`src/rtl/mul_eval_pkg.sv`:
```
// mul_eval_pkg
//   Shared definitions for the approximate-multiplier fitness evaluator:
//   operand/product widths, the run-control state encoding and the legal
//   range of the candidate multiplier latency.
package mul_eval_pkg;

    localparam int OP_W        = 16;
    localparam int PROD_W      = 32;
    localparam int MUL_LAT_MAX = 3;

    // Run control: IDLE after reset, RUN while operands are streamed,
    // DRAIN while the last samples finish the pipeline, DONE when the
    // statistics are final.
    typedef enum logic [1:0] {
        IDLE  = 2'd0,
        RUN   = 2'd1,
        DRAIN = 2'd2,
        DONE  = 2'd3
    } eval_state_e;

    function automatic bit mul_lat_legal(input int lat);
        return (lat >= 0) && (lat <= MUL_LAT_MAX);
    endfunction

endpackage

```
`src/rtl/mul_error_evaluator_accum.sv`:
```
// err_stat_accum
//   Error statistics accumulator. Each valid absolute-error sample bumps the
//   sample counter, bumps the error counter when the error is nonzero, tracks
//   the largest error and adds the error into a saturating sum.
//
// Ports:
//   clk, rst        - clock, asynchronous active-high reset
//   clear           - synchronous clear of every statistic (start of a run)
//   diff_valid      - diff carries a sample this cycle
//   diff            - absolute error of the sample
//   sample_count    - samples accumulated
//   err_count       - samples with nonzero error
//   max_err         - largest absolute error seen
//   sae             - saturating sum of absolute errors
module err_stat_accum
    import mul_eval_pkg::*;
#(
    parameter int ACC_W = 48,
    parameter int CNT_W = 32
) (
    input  logic              clk,
    input  logic              rst,
    input  logic              clear,
    input  logic              diff_valid,
    input  logic [PROD_W-1:0] diff,
    output logic [CNT_W-1:0]  sample_count,
    output logic [CNT_W-1:0]  err_count,
    output logic [PROD_W-1:0] max_err,
    output logic [ACC_W-1:0]  sae
);

    // One extra bit catches the carry out of the sum; a carry means the true
    // sum no longer fits, so the accumulator pins at all ones. Once pinned,
    // any further add carries again (or adds zero), so it stays there.
    logic [ACC_W:0] sae_sum;

    assign sae_sum = {1'b0, sae} + {{(ACC_W + 1 - PROD_W){1'b0}}, diff};

    always_ff @(posedge clk or posedge rst) begin
        if (rst) begin
            sample_count <= '0;
            err_count    <= '0;
            max_err      <= '0;
            sae          <= '0;
        end else if (clear) begin
            sample_count <= '0;
            err_count    <= '0;
            max_err      <= '0;
            sae          <= '0;
        end else if (diff_valid) begin
            sample_count <= sample_count + CNT_W'(1);
            if (diff != '0) begin
                err_count <= err_count + CNT_W'(1);
            end
            if (diff > max_err) begin
                max_err <= diff;
            end
            sae <= sae_sum[ACC_W] ? '1 : sae_sum[ACC_W-1:0];
        end
    end

endmodule

```
`src/rtl/mul_error_evaluator.sv`:
```
// mul_error_evaluator
//   Fitness-evaluation harness wrapped around a 16x16 approximate multiplier
//   candidate. Operand pairs are accepted with a valid/ready handshake and
//   registered onto mul_a/mul_b. After MUL_LAT cycles the candidate product
//   is captured next to the exact product of the same operands, the absolute
//   error is formed, and the error statistics are accumulated.
//
// Ports:
//   clk, rst            - clock, asynchronous active-high reset
//   start               - one-cycle pulse beginning a run (IDLE/DONE only)
//   num_samples         - samples in the run, latched on start
//   in_valid, in_ready  - operand handshake; in_ready ignores in_valid
//   in_a, in_b          - operands
//   mul_a, mul_b        - registered operands driven to the candidate
//   mul_p               - candidate product
//   busy                - run in progress (RUN or DRAIN)
//   done                - run complete, held until the next start
//   sample_count, err_count, max_err, sae - error statistics
module mul_error_evaluator
    import mul_eval_pkg::*;
#(
    parameter int MUL_LAT = 0,
    parameter int ACC_W   = 48,
    parameter int CNT_W   = 32
) (
    input  logic              clk,
    input  logic              rst,
    input  logic              start,
    input  logic [CNT_W-1:0]  num_samples,
    input  logic              in_valid,
    output logic              in_ready,
    input  logic [OP_W-1:0]   in_a,
    input  logic [OP_W-1:0]   in_b,
    output logic [OP_W-1:0]   mul_a,
    output logic [OP_W-1:0]   mul_b,
    input  logic [PROD_W-1:0] mul_p,
    output logic              busy,
    output logic              done,
    output logic [CNT_W-1:0]  sample_count,
    output logic [CNT_W-1:0]  err_count,
    output logic [PROD_W-1:0] max_err,
    output logic [ACC_W-1:0]  sae
);

    if (!mul_lat_legal(MUL_LAT)) begin : g_bad_mul_lat
        $error("mul_error_evaluator: MUL_LAT must lie in 0..%0d", MUL_LAT_MAX);
    end
    if (ACC_W < PROD_W + 1 || ACC_W > 64) begin : g_bad_acc_w
        $error("mul_error_evaluator: ACC_W must lie in 33..64");
    end

    eval_state_e       state;
    logic [CNT_W-1:0]  n_target;
    logic [CNT_W-1:0]  accepted;

    // Operand delay line; stage 0 is the register seen by the candidate,
    // stage MUL_LAT lines up with the candidate's product.
    logic [OP_W-1:0]   a_dl [0:MUL_LAT];
    logic [OP_W-1:0]   b_dl [0:MUL_LAT];
    logic [MUL_LAT:0]  v_dl;

    logic              cap_valid;
    logic [PROD_W-1:0] approx_q;
    logic [PROD_W-1:0] exact_q;
    logic              diff_valid;
    logic [PROD_W-1:0] diff_q;

    logic              xfer;
    logic              last_xfer;
    logic              start_ok;
    logic              drain_done;

    assign in_ready  = (state == RUN) && (accepted < n_target);
    assign xfer      = in_valid && in_ready;
    assign last_xfer = xfer && ((accepted + CNT_W'(1)) == n_target);
    assign start_ok  = start && ((state == IDLE) || (state == DONE));
    assign busy      = (state == RUN) || (state == DRAIN);
    assign done      = (state == DONE);
    assign mul_a     = a_dl[0];
    assign mul_b     = b_dl[0];

    // The final sample is the only thing left in flight when it sits in the
    // diff register; moving to DONE on that edge makes done appear together
    // with its accumulation.
    assign drain_done = (state == DRAIN) && diff_valid && !cap_valid && (v_dl == '0);

    // Run control. Accepted samples are counted here, independently of the
    // valids travelling down the pipeline, so a last transfer and a late
    // accumulation can fall in the same cycle without interfering.
    always_ff @(posedge clk or posedge rst) begin
        if (rst) begin
            state    <= IDLE;
            n_target <= '0;
            accepted <= '0;
        end else begin
            case (state)
                IDLE, DONE: begin
                    if (start) begin
                        n_target <= num_samples;
                        accepted <= '0;
                        state    <= (num_samples == '0) ? DONE : RUN;
                    end
                end
                RUN: begin
                    if (xfer) begin
                        accepted <= accepted + CNT_W'(1);
                        if (last_xfer) begin
                            state <= DRAIN;
                        end
                    end
                end
                DRAIN: begin
                    if (drain_done) begin
                        state <= DONE;
                    end
                end
                default: state <= IDLE;
            endcase
        end
    end

    // Operand registers and delay line. Stage 0 only loads on a transfer so
    // the candidate keeps seeing the last pair; deeper stages shift freely
    // because only the valid bit decides whether a stage is used.
    always_ff @(posedge clk or posedge rst) begin
        if (rst) begin
            for (int i = 0; i <= MUL_LAT; i++) begin
                a_dl[i] <= '0;
                b_dl[i] <= '0;
            end
            v_dl <= '0;
        end else begin
            v_dl[0] <= xfer;
            if (xfer) begin
                a_dl[0] <= in_a;
                b_dl[0] <= in_b;
            end
            for (int i = 1; i <= MUL_LAT; i++) begin
                a_dl[i] <= a_dl[i-1];
                b_dl[i] <= b_dl[i-1];
                v_dl[i] <= v_dl[i-1];
            end
        end
    end

    // Capture the candidate product alongside the exact product, then form
    // the unsigned distance as larger minus smaller so it never wraps.
    always_ff @(posedge clk or posedge rst) begin
        if (rst) begin
            cap_valid  <= 1'b0;
            approx_q   <= '0;
            exact_q    <= '0;
            diff_valid <= 1'b0;
            diff_q     <= '0;
        end else begin
            cap_valid <= v_dl[MUL_LAT];
            if (v_dl[MUL_LAT]) begin
                approx_q <= mul_p;
                exact_q  <= PROD_W'(a_dl[MUL_LAT]) * PROD_W'(b_dl[MUL_LAT]);
            end
            diff_valid <= cap_valid;
            if (cap_valid) begin
                diff_q <= (exact_q >= approx_q) ? (exact_q - approx_q)
                                                : (approx_q - exact_q);
            end
        end
    end

    err_stat_accum #(
        .ACC_W (ACC_W),
        .CNT_W (CNT_W)
    ) u_accum (
        .clk          (clk),
        .rst          (rst),
        .clear        (start_ok),
        .diff_valid   (diff_valid),
        .diff         (diff_q),
        .sample_count (sample_count),
        .err_count    (err_count),
        .max_err      (max_err),
        .sae          (sae)
    );

endmodule

```
`config.mk`:
```
export PLATFORM = sky130hd
export DESIGN_NAME = mul_error_evaluator
export DESIGN_NICKNAME = d
export VERILOG_FILES = /design/src/rtl/mul_eval_pkg.sv /design/src/rtl/mul_error_evaluator_accum.sv /design/src/rtl/mul_error_evaluator.sv
export SDC_FILE = /design/constraint.sdc
export NUM_CORES = 2
export LEC_CHECK = 0
export CAP_MARGIN = 20
export CORE_ASPECT_RATIO = 1.1
export CORE_MARGIN = 2
export CORE_UTILIZATION = 45
export DETAILED_ROUTE_END_ITERATION = 12
export GPL_TIMING_DRIVEN = 0
export PLACE_DENSITY = 0.75
export SYNTH_ARGS = -nofsm -noshare
export SYNTH_HDL_FRONTEND = slang
export SYNTH_SLANG_ARGS = --single-unit
```
`constraint.sdc`:
```
create_clock -name clk -period 12.93 [get_ports clk]
set_input_delay 1.9395 -clock clk [delete_from_list [all_inputs] [get_ports clk]]
set_output_delay 1.9395 -clock clk [all_outputs]
set_load 0.02 [all_outputs]
```
Word level (Yosys, flattened, before mapping) --
Cells that the tools add are included.
Storage, ports and cells: bits in registers 341, bits of input ports 100, output and inout port bits 179, word-level logic and storage cells 78
Operators by class: add/subtract/negate cells 6, multiply operators 1, order comparisons 3, equality and inequality tests 8, multiplexer cells 21, bitwise gates (word level) 1, reduce and logical (&&, ||, !) cells 23
Operator list (number):
- $mux W32 | 11
- $mux W48 | 3
- $add A32 B1 Y32 const B | 3
- $pmux W32 S2 | 1
- $sub A32 B32 Y32 | 2
- $add A48 B32 Y49 | 1
- $eq A32 B32 Y1 | 1
- $ge A32 B32 Y1 | 1
- $gt A32 B32 Y1 | 1
- $logic_not A32 Y1 | 1
- $lt A32 B32 Y1 | 1
- $mul A16 B16 Y32 | 1
- $reduce_bool A32 Y1 | 1
- $mux W2 | 5
- $ne A2 B2 Y1 const B | 4
- $reduce_bool A2 Y1 | 4
- $logic_and A1 B1 Y1 | 7
- $pmux W2 S3 | 1
- $reduce_and A2 Y1 | 3
- $eq A2 B2 Y1 const B | 2
- $reduce_and A4 Y1 | 1
- $reduce_and A3 Y1 | 1
- $eq A2 B1 Y1 const B | 1
- $logic_not A2 Y1 | 1
- other kinds (4) | 5

Logic depth before layout (Yosys ltp) --
depth after elaboration 7, depth in mapped cells 25, depth with buffers taken out 24

Cells and area by module --
A second synthesis with hierarchy kept.
Second synthesis, totals: cells, all modules 3478, area, all modules 30884.6 um^2
Modules (own cells, without submodules):
- mul_error_evaluator | instances 1, cells an instance 2434, area an instance 21366.7 um^2, sequential area each 4929.7 um^2
- err_stat_accum | instances 1, cells an instance 1044, area an instance 9517.9 um^2, sequential area each 3603.5 um^2

Least setup slack after synthesis --
No wires, ideal clock.
path type flip-flop to flip-flop, from register a_dl (netlist bit mul_a[7]), to register exact_q[31], library setup time 135 ps, data arrival time 6268 ps, required time 12795 ps, setup slack 6527 ps, stages on the path, launching flop included 25, path buffers 1, period minus slack after synthesis 6403 ps, cells stage by stage dfrtp_1 -> clkbuf_1 -> nand2_1 -> fa_1 -> inv_1 -> fa_1 -> inv_1 -> fa_1 -> inv_1 -> fa_1 -> fa_1 -> inv_1 -> fa_1 -> inv_1 -> ha_1 -> nand2_1 -> nor3_1 -> a32oi_1 -> or4b_1 -> a21oi_1 -> nand4_1 -> nand4_1 -> a31oi_1 -> xnor2_1 -> a21oi_1
Between the ends: longest elaborated chain between the ends 1
RTL lines:
- from (decl) | RTL line mul_error_evaluator.sv:58 | logic [OP_W-1:0] a_dl [0:MUL_LAT];
- from (signal, indexed assignment) | RTL line mul_error_evaluator.sv:139 | a_dl[i] <= a_dl[i-1];
- $mul A16 B16 Y32 | RTL line mul_error_evaluator.sv:159 | exact_q <= PROD_W'(a_dl[MUL_LAT]) * PROD_W'(b_dl[MUL_LAT]);
- to (signal assigned) | RTL line mul_error_evaluator.sv:159
- to (decl) | RTL line mul_error_evaluator.sv:64 | logic [PROD_W-1:0] exact_q;
No other way between the ends. A chain may end at the register's enable or synchronous reset.

Worst setup path in the final report --
from register b_dl (netlist bit mul_b[3]), to register exact_q[30]
Between the ends: longest elaborated chain between the ends 1
RTL lines:
- from (decl) | RTL line mul_error_evaluator.sv:59 | logic [OP_W-1:0] b_dl [0:MUL_LAT];
- from (signal, indexed assignment) | RTL line mul_error_evaluator.sv:140 | b_dl[i] <= b_dl[i-1];
- $mul A16 B16 Y32 | RTL line mul_error_evaluator.sv:159
No other way between the ends.

==> run metrics <==
cell accounting for the most synthesized area dfrtp_1; H-tree depth 2; number of buffers created by CTS 38; DRT iter0 DRCs 1,849; worst rel slew slack 0.375; largest family of logic cells by synthesized area adder cells; Synth Flop Type dfrtp_1; CP max-delay cell dfrtp_1; Total Routing Usage GR 0.254; WP data arrival 7.71 ns; row cnt 98; Least-Margin Pin Slew 0.930 ns; Mapped Cells 3,322; die area 68,000 um2; antenna viol nets, final 0; Clock Sinks 341; I/O pin cnt 279; post-synthesis sequential area ratio 0.288; Tcrit/Tclk final 0.563; DIE WIDTH 249 um; Max Transition Viols Final 0; WL per Instance 19.3 um; total congestion overflow 0; compound-cell area share of the yosys netlist 0.146; Post-Syn Area per Cell 8.93 um2; Final setup viols 0; most frequent CP cell fa_1; Syn Nets 3,889; cts repair resizes 0; status complete, no violations; total routed wirelength 87.4 mm; initial antenna violation count 3; post-synthesis cell area 29,700 um2; xor and xnor area share after synthesis 0.0540; startpoint type of the worst setup path register; fmax 137 MHz; DPL Wire Length 68.4 mm; # port buffers 278; post-synthesis mux area share 0.0355; core area 65,100 um2; synth top area cells dfrtp_1, fa_1, ha_1; largest net degree at the start of global routing 119; most frequent cells after synthesis inv_1, nand2_1, dfrtp_1; Simple-Gate Fraction of Synth Area 0.160; CP Cell Sequence clkbuf_1 -> nand2_1 -> fa_1 -> fa_1 -> fa_1 -> inv_1 -> fa_1 -> fa_1 -> inv_1 -> fa_1 -> inv_1 -> ha_1 -> a211oi_1 -> o21ai_0 -> o211ai_1 -> o2111ai_1 -> nand3_1 -> a31oi_1 -> or4_1 -> a31oi_1 -> xor2_1 -> mux2i_1; max cap viols 0; via density per instance 5.63; Chip Height 273 um; RSZ-0062 raised after global routing false; placed insts 4,452; Clock transition at path regs 0.06 ns; crit path kind reg2reg; Worst EP required 13.36 ns; CP max FO 10; Yosys reg bits 341; HP Class reg2reg; vias 25,500; R2R setup slack 5.65 ns; Critical Path End Type register; Yosys Warn Count 0; Max clock buf depth 3; TritonCTS clock tree yes; crit path time final 7.28 ns; Adder-Cell Fraction of Synth Area 0.247; vias in the first global route 25,400; postcts setup bufs 0; Post-Route Skew 0.0340 ns; Antenna Cells 0; Hold Violations, Final 0; First-pass DRT Iterations 6; first-pass GRT wire length 137 mm; GPL Wtd Cong 0.944; Area Overhead vs Synth 17.6%; Root Driver clkbuf_16; slowest stage delay, CP 0.63 ns; Nets 4,209; distinct cell type count after synthesis 83; fillcell total 5,896; Post-route DRC 0; share of layout cells above drive strength 1 0.0441; post-synth top area share 0.288; most frequent cell after synthesis inv_1; EDFF count, synth 0; clock latency on the worst-skew pair 0.57 ns; post-route non-filler standard cell count 4,521; asr flop ratio synth 1.00; initial core utilization 0.456; CTS Hold Bufs 0
-- worst max-delay path: cells and delay by family, from the launching register on --
family / cells / cell delay, ns
muxes: 1 / 0.11
buffers and inverters: 4 / 0.67
and+or+nand+nor: 3 / 0.80
adders and majority gates: 7 / 3.42
DFF: 1 / 0.63
xor gates and xnor gates: 1 / 0.29
AOI/OAI and AO/OA: 6 / 1.24
-- area by class of cell --
class	count	area, um2	share of cell area
repair buffers	280	2840	0.0813
well taps	850	1060	0.0305
flip-flops and latches	341	8530	0.245
multi-input cells	2444	19100	0.546
clock inverters	15	178	0.00509
clock buffers	54	1130	0.0325
inverters	398	1500	0.0430
plain buffers	139	577	0.0165
-- final timing paths --
check / from / endpoint / depth (start not counted)
max: mul_b[3]$_DFFE_PP0P_ / exact_q[30]$_DFFE_PP0P_ / 22
min: n_target[0]$_DFFE_PP0P_ / n_target[0]$_DFFE_PP0P_ / 2
max reg2reg: mul_b[3]$_DFFE_PP0P_ / exact_q[30]$_DFFE_PP0P_ / 22
min reg2reg: n_target[0]$_DFFE_PP0P_ / n_target[0]$_DFFE_PP0P_ / 2
max in group asynchronous: rst / u_accum.err_count[31]$_DFFE_PP0P_ / 4
min in group asynchronous: rst / mul_b[10]$_DFFE_PP0P_ / 2
-- kinds of logic (layout without fill, tap and decap cells) --
logic type / after synthesis / in the layout
AND/OR/NAND/NOR: 990 / 990
AO/OA/AOI/OAI: 705 / 705
buffers and inverters: 537 / 886
adder cells (fa/ha/maj): 467 / 467
flip-flops: 341 / 341
XOR/XNOR: 183 / 183
multiplexers: 99 / 99
-- cell usage in the layout, fill, tap and decap left out, types with 67 or more instances in the layout --
cell,count
xor2_1,90
dfrtp_1,341
and2_1,128
nand3_1,67
inv_1,397
clkbuf_1,113
nor2_1,209
fa_1,197
xnor2_1,93
nand2_1,345
clkdlybuf4s50_1,278
a21oi_1,184
ha_1,270
o21ai_0,239
-- sequential cells by signal (all words and copies together) (netlist names) --
name                  flops
u_accum.sae              48
accepted                 32
approx_q                 32
diff_q                   32
exact_q                  32
n_target                 32
u_accum.err_count        32
u_accum.max_err          32
u_accum.sample_count     32
mul_a                    16
mul_b                    16
state                     2
cap_valid                 1
diff_valid                1
v_dl                      1
-- routing by layer --
layer / share of wire / GRT usage
met3: 0.056 / 0.0353
met2: 0.48 / 0.430
met1: 0.41 / 0.316
met4: 0.056 / 0.135
met5: 0.00037 / 0
-- metrics by stage --
stage | setup slack, ns | util | setup TNS, ns | hold WS, ns | cell area, um2
after floorplan | 1.54 | - | 0 | 0.397 | 29700
after global placement | -3.14 | 0.515 | -1051.57 | 0.486 | 33500
after detailed placement | 5.68 | 0.516 | 0 | 0.503 | 33600
after CTS | 5.67 | 0.536 | 0 | 0.521 | 34900
after global routing | 5.26 | 0.536 | 0 | 0.539 | 34900
final | 5.65 | 0.536 | 0 | 0.512 | 34900
Power is left out: the tool's default activity adds up to more than one toggle a clock period on the data nets, which glitch-free logic cannot reach.
